<file path="src/rtl/tick_gen.sv">
// ============================================================================
// Module      : tick_gen
// Description : Free-running prescaler producing a one-cycle strobe every DIV
//               clock cycles.
// Revision    : 1.0 - initial release
// ============================================================================
`default_nettype none

module tick_gen #(
    parameter int DIV = 50000
) (
    input  logic clk,
    input  logic reset,
    output logic tick
);

    localparam int              c_CW   = (DIV > 1) ? $clog2(DIV) : 1;
    localparam logic [c_CW-1:0] c_LAST = c_CW'(DIV - 1);

    logic [c_CW-1:0] r_count_q;
    logic [c_CW-1:0] w_count_d;

    always_comb begin
        w_count_d = (r_count_q == c_LAST) ? '0 : r_count_q + 1'b1;
    end

    always_ff @(posedge clk) begin
        if (reset)
            r_count_q <= '0;
        else
            r_count_q <= w_count_d;
    end

    // Gated by reset so a reset landing on the last count swallows the strobe.
    assign tick = ~reset & (r_count_q == c_LAST);

endmodule

`default_nettype wire

</file>
<file path="config.mk">
export PLATFORM = sky130hd
export DESIGN_NAME = tick_gen
export DESIGN_NICKNAME = d
export VERILOG_FILES = /design/src/rtl/tick_gen.sv
export SDC_FILE = /design/constraint.sdc
export NUM_CORES = 1
export LEC_CHECK = 0
export ABC_AREA = 0
export CAP_MARGIN = 10
export CELL_PAD_IN_SITES_DETAIL_PLACEMENT = 0
export CELL_PAD_IN_SITES_GLOBAL_PLACEMENT = 1
export CORE_ASPECT_RATIO = 1.25
export CORE_MARGIN = 2
export CORE_UTILIZATION = 45
export CTS_CLUSTER_SIZE = 16
export DETAILED_ROUTE_END_ITERATION = 10
export HOLD_SLACK_MARGIN = 0.03
export PLACE_DENSITY = 0.82
export SETUP_SLACK_MARGIN = 0.1
export SYNTH_ARGS = -nofsm -noshare
export SYNTH_HDL_FRONTEND = slang
export SYNTH_SLANG_ARGS = --single-unit
</file>
<file path="constraint.sdc">
create_clock -name clk -period 1.76 [get_ports clk]
set_input_delay 0.352 -clock clk [delete_from_list [all_inputs] [get_ports clk]]
set_output_delay 0.352 -clock clk [all_outputs]
set_load 0.005 [all_outputs]
</file>
==> results of run 1 <==
-- power by group --
| group | internal [W] | switching [W] |
|---|---|---|
| Clock | 0.000126 | 0.000116 |
| Combinational | 0.0000198 | 0.0000172 |
| Sequential | 0.000369 | 0.00000503 |
| Total | 0.000514 | 0.000138 |
-- stage by stage --
step	utilization (%)	power [W]	setup WS, ns	std cells	hold slack (ns)
2_1_floorplan	-	0.000399	0.375	80	0.424
3_5_place_dp	59.9	0.000415	0.0222	117	0.507
3_3_place_gp	59.9	0.000414	0.0364	117	0.497
4_1_cts	63.2	0.000664	0.114	121	0.531
5_1_grt	63.7	0.000679	0.0983	122	0.560
6_report	63.7	0.000653	0.159	122	0.526
-- placed cells by master (no fill, tap or decap) --
master	instances
nand4_1	1
nand3_4	1
dfxtp_1	13
clkdlybuf4s50_1	1
and3_4	1
nand3_1	5
clkbuf_8	1
nand4_2	2
ha_4	1
nor4b_2	1
dfxtp_2	3
and4bb_1	2
nand2b_4	1
nand2_1	2
nor2_1	16
xnor2_1	12
xor2_1	2
nor2_2	3
buf_4	19
nand4_4	1
nor4_2	4
buf_2	1
nor3_1	4
clkbuf_4	3
inv_1	4
-- logic make-up after synthesis --
| kind of cell | Yosys count |
|---|---|
| DFF | 16 |
| and+or+nand+nor | 44 |
| xor gates and xnor gates | 14 |
| buffers and inverters | 5 |
| adders and majority gates | 1 |
-- layer usage --
layer | global-route usage (%) | vias to the layer above
met5 | 0 | -
met4 | 8.06 | 0
li1 | - | 321
met3 | 2.12 | 2
met2 | 27.9 | 5
met1 | 21.1 | 278
-- how the worst min path moves through the flow --
stage	slack [ns]	end	from
after floorplan	0.42	r_count_q[2]	reset
after global placement	0.50	r_count_q[15]	r_count_q[15]
final	0.53	r_count_q[15]	r_count_q[15]
after global routing	0.56	r_count_q[15]	r_count_q[15]
after CTS	0.53	r_count_q[15]	r_count_q[15]
after detailed placement	0.51	r_count_q[15]	r_count_q[15]
-- worst max-delay path, cell delays in order (launching register included) --
cell and delay, ns:
dfxtp_2 0.36, ha_4 0.13, and3_4 0.17, nand4_2 0.09
nor2_1 0.09, buf_2 0.11
-- cell type report --
type	count	share of cell area [%]
tap	18	2.21
inverter	4	1.47
sequential	16	31.8
multi-input combinational	59	45.5
timing repair buffer	21	15.5
clock buffer	4	3.56
-- timing repair --
| item | CTS | global route |
|---|---|---|
| endpoints found under the setup margin | 1 | 1 |
| gates resized for setup | 10 | 0 |
| pin swaps | 4 | 3 |
| buffers inserted | 0 | 1 |
==> summary.txt, run 1 <==
Run
  • Max-cap violations: 0

Die
  • Die width: 41.6 um
  • Starting Density: about half
  • Die Y: 50.9 um
  • DIE AREA: 0.00212 mm2
  • Rows: 16
  • Total I/O pin count: 3
  • Core ar.: ~0.0016 mm2

Drt
  • Top Layer Used: met4
  • Met2 Wirelength: approximately 800 um
  • Residual DRC: 0
  • Routed len/inst: 12.5 um
  • Final ANT Viol Nets: 0
  • Post-Route M1 WL: around 690 um
  • Avg Vias per Cell: a little under 5
  • Final wirelength: around 1500 um
  • WL met3: 25 um
  • Initial DRC count: 10
  • DR vias: slightly above 600
  • Initial DRT Pass Iterations: 4

STA
  • Period utilisation layout: around nine tenths
  • Slew @ Worst Pin: approximately 0.25 ns
  • Setup TNS Final: 0 ns
  • Post-route minimum period: approximately 1.6 ns
  • Fin. Hold Viols: 0
  • RSZ-0062 raised after global routing: false
  • Headroom to the max-slew limit: 83.4%
  • Final setup vio count: 0
  • Slew Limit Fails: 0
  • F_max: about 620 MHz
  • Clk_skew: about 0.0011 ns

Clock tree
  • Root Driver: clkbuf_4
  • H-Tree Depth: 1
  • CTS tree: done
  • Total CTS buffers: 3
  • Clock slew at the register clock pins of the worst setup and hold paths: 0.09 ns
  • Post-CTS Hold Fix Bufs: 0
  • Max Buffers Root-to-Sink: 2
  • # clock sinks: 16
  • Clock latency on the worst-skew pair: 0.28 ns

Cells and area
  • Ant diodes: 0
  • Area of the multi-input gates: between 400 and 500 um2
  • Final nets: about 110
  • Seq. cell area: approximately 320 um2
  • Max reg flops: 16
  • Post-route cell area: about 0.001 mm2
  • Area Growth Syn to Fin: 28.5%
  • Share of cells above drive strength 1: 40.4%
  • Largest regs: r_count_q: 16 flops
  • Top reg by flops: r_count_q
  • # fillers: 146

Min path
  • Hold depth: 2
  • Min-delay worst type: flop to flop

Power and ir drop
  • Peak VDD IR: around 420 uV
  • PD cells: between 600 and 700 mW/mm2
  • Pleak: ~0.4 nW

Placed design
  • Placed instance area: 960 um2
  • Port Buffers: 2
  • DP HPWL: roughly 1100 um
  • Gpl congestion: 0.802

Synthesis
  • Cells after synthesis: 80
  • Top_reg_cell synth: dfxtp_1
  • Synth top area cells: dfxtp_1, xnor2_1, nor2_1, nor4_2, and4bb_1
  • Post-synth ARST share: 0%
  • Synth Warn #: 0
  • Largest area contributor in the netlist: dfxtp_1
  • Top cell type's share of synthesized area: 40.4%
  • Commonest cells post-synth: dfxtp_1, nor2_1, xnor2_1
  • Synthesized Nets: a little over 80
  • Flop and latch count out of synthesis: 16
  • Register area share after synthesis: 40.4%
  • Syn avg cell area: about 10 um2
  • Post-Syn Area: around 800 um2
  • Post-Synth Adder-Cell Area: about 1.6%
  • Synth cell types: 20
  • Synth Area in XOR/XNOR: between 10% and 20%
  • Main combinational cell family by area after synthesis: simple AND/OR/NAND/NOR gates
  • Compound-Gate Fraction of Synth Area: 0%
  • Post-Synth Simple-Gate Area: approximately two fifths
  • Mux contribution to synthesized area: 0%
  • Post-synth EDFFs: 0

GRT
  • Antenna violations before repair: 0
  • First-pass GRT wire length: between 2000 and 3000 um
  • Total GRT Usage: 16.7%
  • Largest net degree at the start of global routing: 16
  • Congestion Overflow GR: 0
  • Vias in the first global route: between 500 and 600

Setup path
  • CP required: 1.41 ns
  • Worst setup startpoint: r_count_q[0]
  • Crit path DAT: around 1.3 ns
  • CP endpoint kind: output pin
  • Crit Path Class: flop to output pin
  • RR Endpoint: r_count_q[14]
  • Reg2reg start: r_count_q[0]
  • Worst-path maximum fanout: 2
  • Reg2Reg Depth: 6
  • Startpoint Class: flop
  • Internal reg-to-reg setup slack: ~0.32 ns
  • Critical Path Sink: tick

Run status
  • Status: complete, no violations
(Power assumes the default switching activity.)
==> run 2, diff against run 1 <==
CORE_UTILIZATION = 48   (was 45)
GPL_ROUTABILITY_DRIVEN = 0   (was not set)
PLACE_DENSITY = 0.86   (was 0.82)
REMOVE_ABC_BUFFERS = 1   (was not set)
clock period = 2 ns   (was 1.76 ns; I/O delays follow)
==> run 2 against run 1 <==
Effect of this change: wire length shrank 3.2%; cell count down 7.4%; setup slack better by 0.0053 ns; critical path depth unchanged; sequential power down 12%; global-route usage rose by 1.2 points; largest power group unchanged; via count shrank 2.0%; die area shrank 5.7%.
==> summary.txt, run 2 (same netlist as run 1, synthesis figures left out) <==
Placed design
  • Placed instance area: 892 um2 (was 960 um2)
  • Port Buffers: 2 (unchanged)
  • DP HPWL: 1060 um (was 1140 um)
  • Post-place setup slack: 0.0148 ns (was 0.0222 ns)

Cells and area
  • Post-route cell area: 970 um2 (was 0.00102 mm2)
  • Area of the multi-input gates: 475 um2 (was 464 um2)
  • Largest regs: r_count_q: 16 flops (unchanged)
  • Seq. cell area: 324 um2 (unchanged)
  • Final nets: 99 (was 108)
  • Most frequent cells in the layout: nor2_1, dfxtp_1, xnor2_1 (was buf_4, nor2_1, dfxtp_1)
  • Share of cells above drive strength 1: 35.8% (was 40.4%)
  • Ant diodes: 0 (unchanged)
  • # fillers: 139 (was 146)
  • Top reg by flops: r_count_q (unchanged)
  • Max reg flops: 16 (unchanged)
  • Area Growth Syn to Fin: 22.2% (was 28.5%)
  • Commonest non-fill, non-tap cell in the layout: nor2_1 (was buf_4)

Clock tree
  • H-Tree Depth: 1 (unchanged)
  • Root Driver: clkbuf_4 (unchanged)
  • CTS tree: done (unchanged)
  • Clock latency on the worst-skew pair: 0.29 ns (was 0.28 ns)
  • Total CTS buffers: 3 (unchanged)
  • Clock slew at the register clock pins of the worst setup and hold paths: 0.10 ns (was 0.09 ns)
  • # clock sinks: 16 (unchanged)
  • Max Buffers Root-to-Sink: 2 (unchanged)

Setup path
  • Worst path bufs/invs: 1 (unchanged)
  • Crit-path cells: ha_4, and3_4, nand4_2, nor2_2, clkdlybuf4s15_2 (was ha_4, and3_4, nand4_2, nor2_1, buf_2)
  • CP max-delay cell: dfxtp_2 (unchanged)
  • Startpoint Class: flop (unchanged)
  • Worst-path maximum fanout: 3 (was 2)
  • CP required: 1.60 ns (was 1.41 ns)
  • Cell family with most CP delay: simple AND/OR/NAND/NOR gates (was flip-flops)
  • Crit Path Class: flop to output pin (unchanged)
  • Crit path DAT: 1.44 ns (was 1.25 ns)
  • Max incr delay on CP: 0.36 ns (about the same)
  • CP endpoint kind: output pin (unchanged)

Die
  • Total I/O pin count: 3 (unchanged)
  • Core ar.: 0.00156 mm2 (was 0.00160 mm2)
  • Rows: 16 (unchanged)
  • Die Y: 49.5 um (was 50.9 um)
  • DIE AREA: 0.00200 mm2 (was 0.00212 mm2)
  • Starting Density: 50.8% (was 49.5%)
  • Die width: 40.4 um (was 41.6 um)

Power and ir drop
  • Peak VDD IR: 455 uV (was 420 uV)
  • Pleak: 0.344 nW (was 0.394 nW)
  • Seq pwr share: 57.5% (was 57.2%)
  • Sw Ratio: 21.8% (was 21.2%)
  • Internal: 0.000449 W (was 0.000514 W)
  • Net Sw Power: 0.000125 W (was 0.000138 W)
  • PD cells: 592 mW/mm2 (was 640 mW/mm2)
  • Power share of the combinational group: 4.7% (was 5.7%)
  • Final Power: 0.000574 W (was 0.000653 W)
  • Clk network pwr share: 37.8% (was 37.1%)

STA
  • Setup TNS Final: 0 ns (unchanged)
  • Fin. Hold Viols: 0 (unchanged)
  • Post-route minimum period: 1.84 ns
  • Slew @ Worst Pin: 0.254 ns (was 0.247 ns)
  • Final setup vio count: 0 (unchanged)
  • Hold slack: 0.537 ns (was 0.526 ns)
  • Headroom to the max-slew limit: 83.0% (was 83.4%)
  • F_max: roughly 540 MHz
  • Final setup margin: 0.164 ns (was 0.159 ns)
  • Period utilisation layout: approximately 92%
  • Slew Limit Fails: 0 (unchanged)
  • RSZ-0062 raised after global routing: false (unchanged)
  • Clk_skew: 0.00141 ns (was 0.00114 ns)

Min path
  • Min-delay worst type: flop to flop (unchanged)

Drt
  • Avg Vias per Cell: 5.26 (was 4.97)
  • Residual DRC: 0 (unchanged)
  • Final wirelength: 1470 um (was 1520 um)
  • Initial DRT Pass Iterations: 4 (unchanged)
  • DR vias: 594 (was 606)
  • Final ANT Viol Nets: 0 (unchanged)
  • Initial DRC count: 11 (was 10)
  • Routed len/inst: 13.0 um (was 12.5 um)

GRT
  • First-pass GRT wire length: 2430 um (was 2660 um)
  • Largest net degree at the start of global routing: 16 (unchanged)
  • Global route hottest layer: met2 (unchanged)
  • Met2 usage: 27.5% (was 27.9%)
  • Met3 Use GR: 2.70% (was 2.12%)
  • Antenna violations before repair: 0 (unchanged)
  • Met1 usage: 23.5% (was 21.1%)
  • Congestion Overflow GR: 0 (unchanged)
  • Vias in the first global route: 543 (was 589)
  • Total GRT Usage: 17.9% (was 16.7%)

Run status
  • Status: complete, no violations (unchanged)

Run
  • Max-cap violations: 0 (unchanged)
[run 2: path summary, 6_finish.rpt]
| check | start | to | slack [ns] | cells past startpoint |
|---|---|---|---|---|
| worst max-delay path | r_count_q[0] | tick | 0.16 | 5 |
| worst min-delay path | r_count_q[15] | r_count_q[15] | 0.54 | 2 |
| worst max register to register | r_count_q[0] | r_count_q[14] | 0.63 | 5 |
| worst min register to register | r_count_q[15] | r_count_q[15] | 0.54 | 2 |
[run 2: cell type report]
type                    count  share of cell area, %
inverters                   4                   1.55
flip-flops and latches     16                   33.4
repair buffers             12                   9.94
well taps                  18                   2.32
clock buffers               4                   3.74
multi-input cells          59                   49.0
[run 2: power by group through the flow]
stage | Sequential, W | Combinational (W) | Clock (W)
floorplan | 0.000336 | 0.0000129 | 0
global placement | 0.000335 | 0.0000207 | 0
detailed placement | 0.000336 | 0.0000213 | 0
CTS | 0.000329 | 0.0000261 | 0.000218
global route | 0.000331 | 0.0000307 | 0.000231
finish | 0.000330 | 0.0000272 | 0.000217
[run 2: per-layer routing]
metal | share of wire (%) | wire length (um)
met1 | 45 | 666
met2 | 52 | 758
met3 | 2.1 | 31
met4 | 0.95 | 14
met5 | 0 | 0
[run 2: metrics by stage]
stage          utilization (%)  instances
6_report                  62.1        113
2_1_floorplan                -         79
3_5_place_dp              57.1        108
3_3_place_gp              57.1        108
5_1_grt                   62.1        113
4_1_cts                   61.3        113
[run 2: timing repair]
action,CTS,global route
pin swaps,1,3
setup endpoints to repair,1,1
buffers inserted,1,0
hold buffers,0,0
gates resized for setup,9,2
[run 2: worst register-to-register path, cell delays in order (launching register included)]
cell and delay [ns]:
dfxtp_2 0.36, ha_4 0.14, nand3_1 0.20, nor4_2 0.36, xnor2_1 0.17, nor2_2 0.04
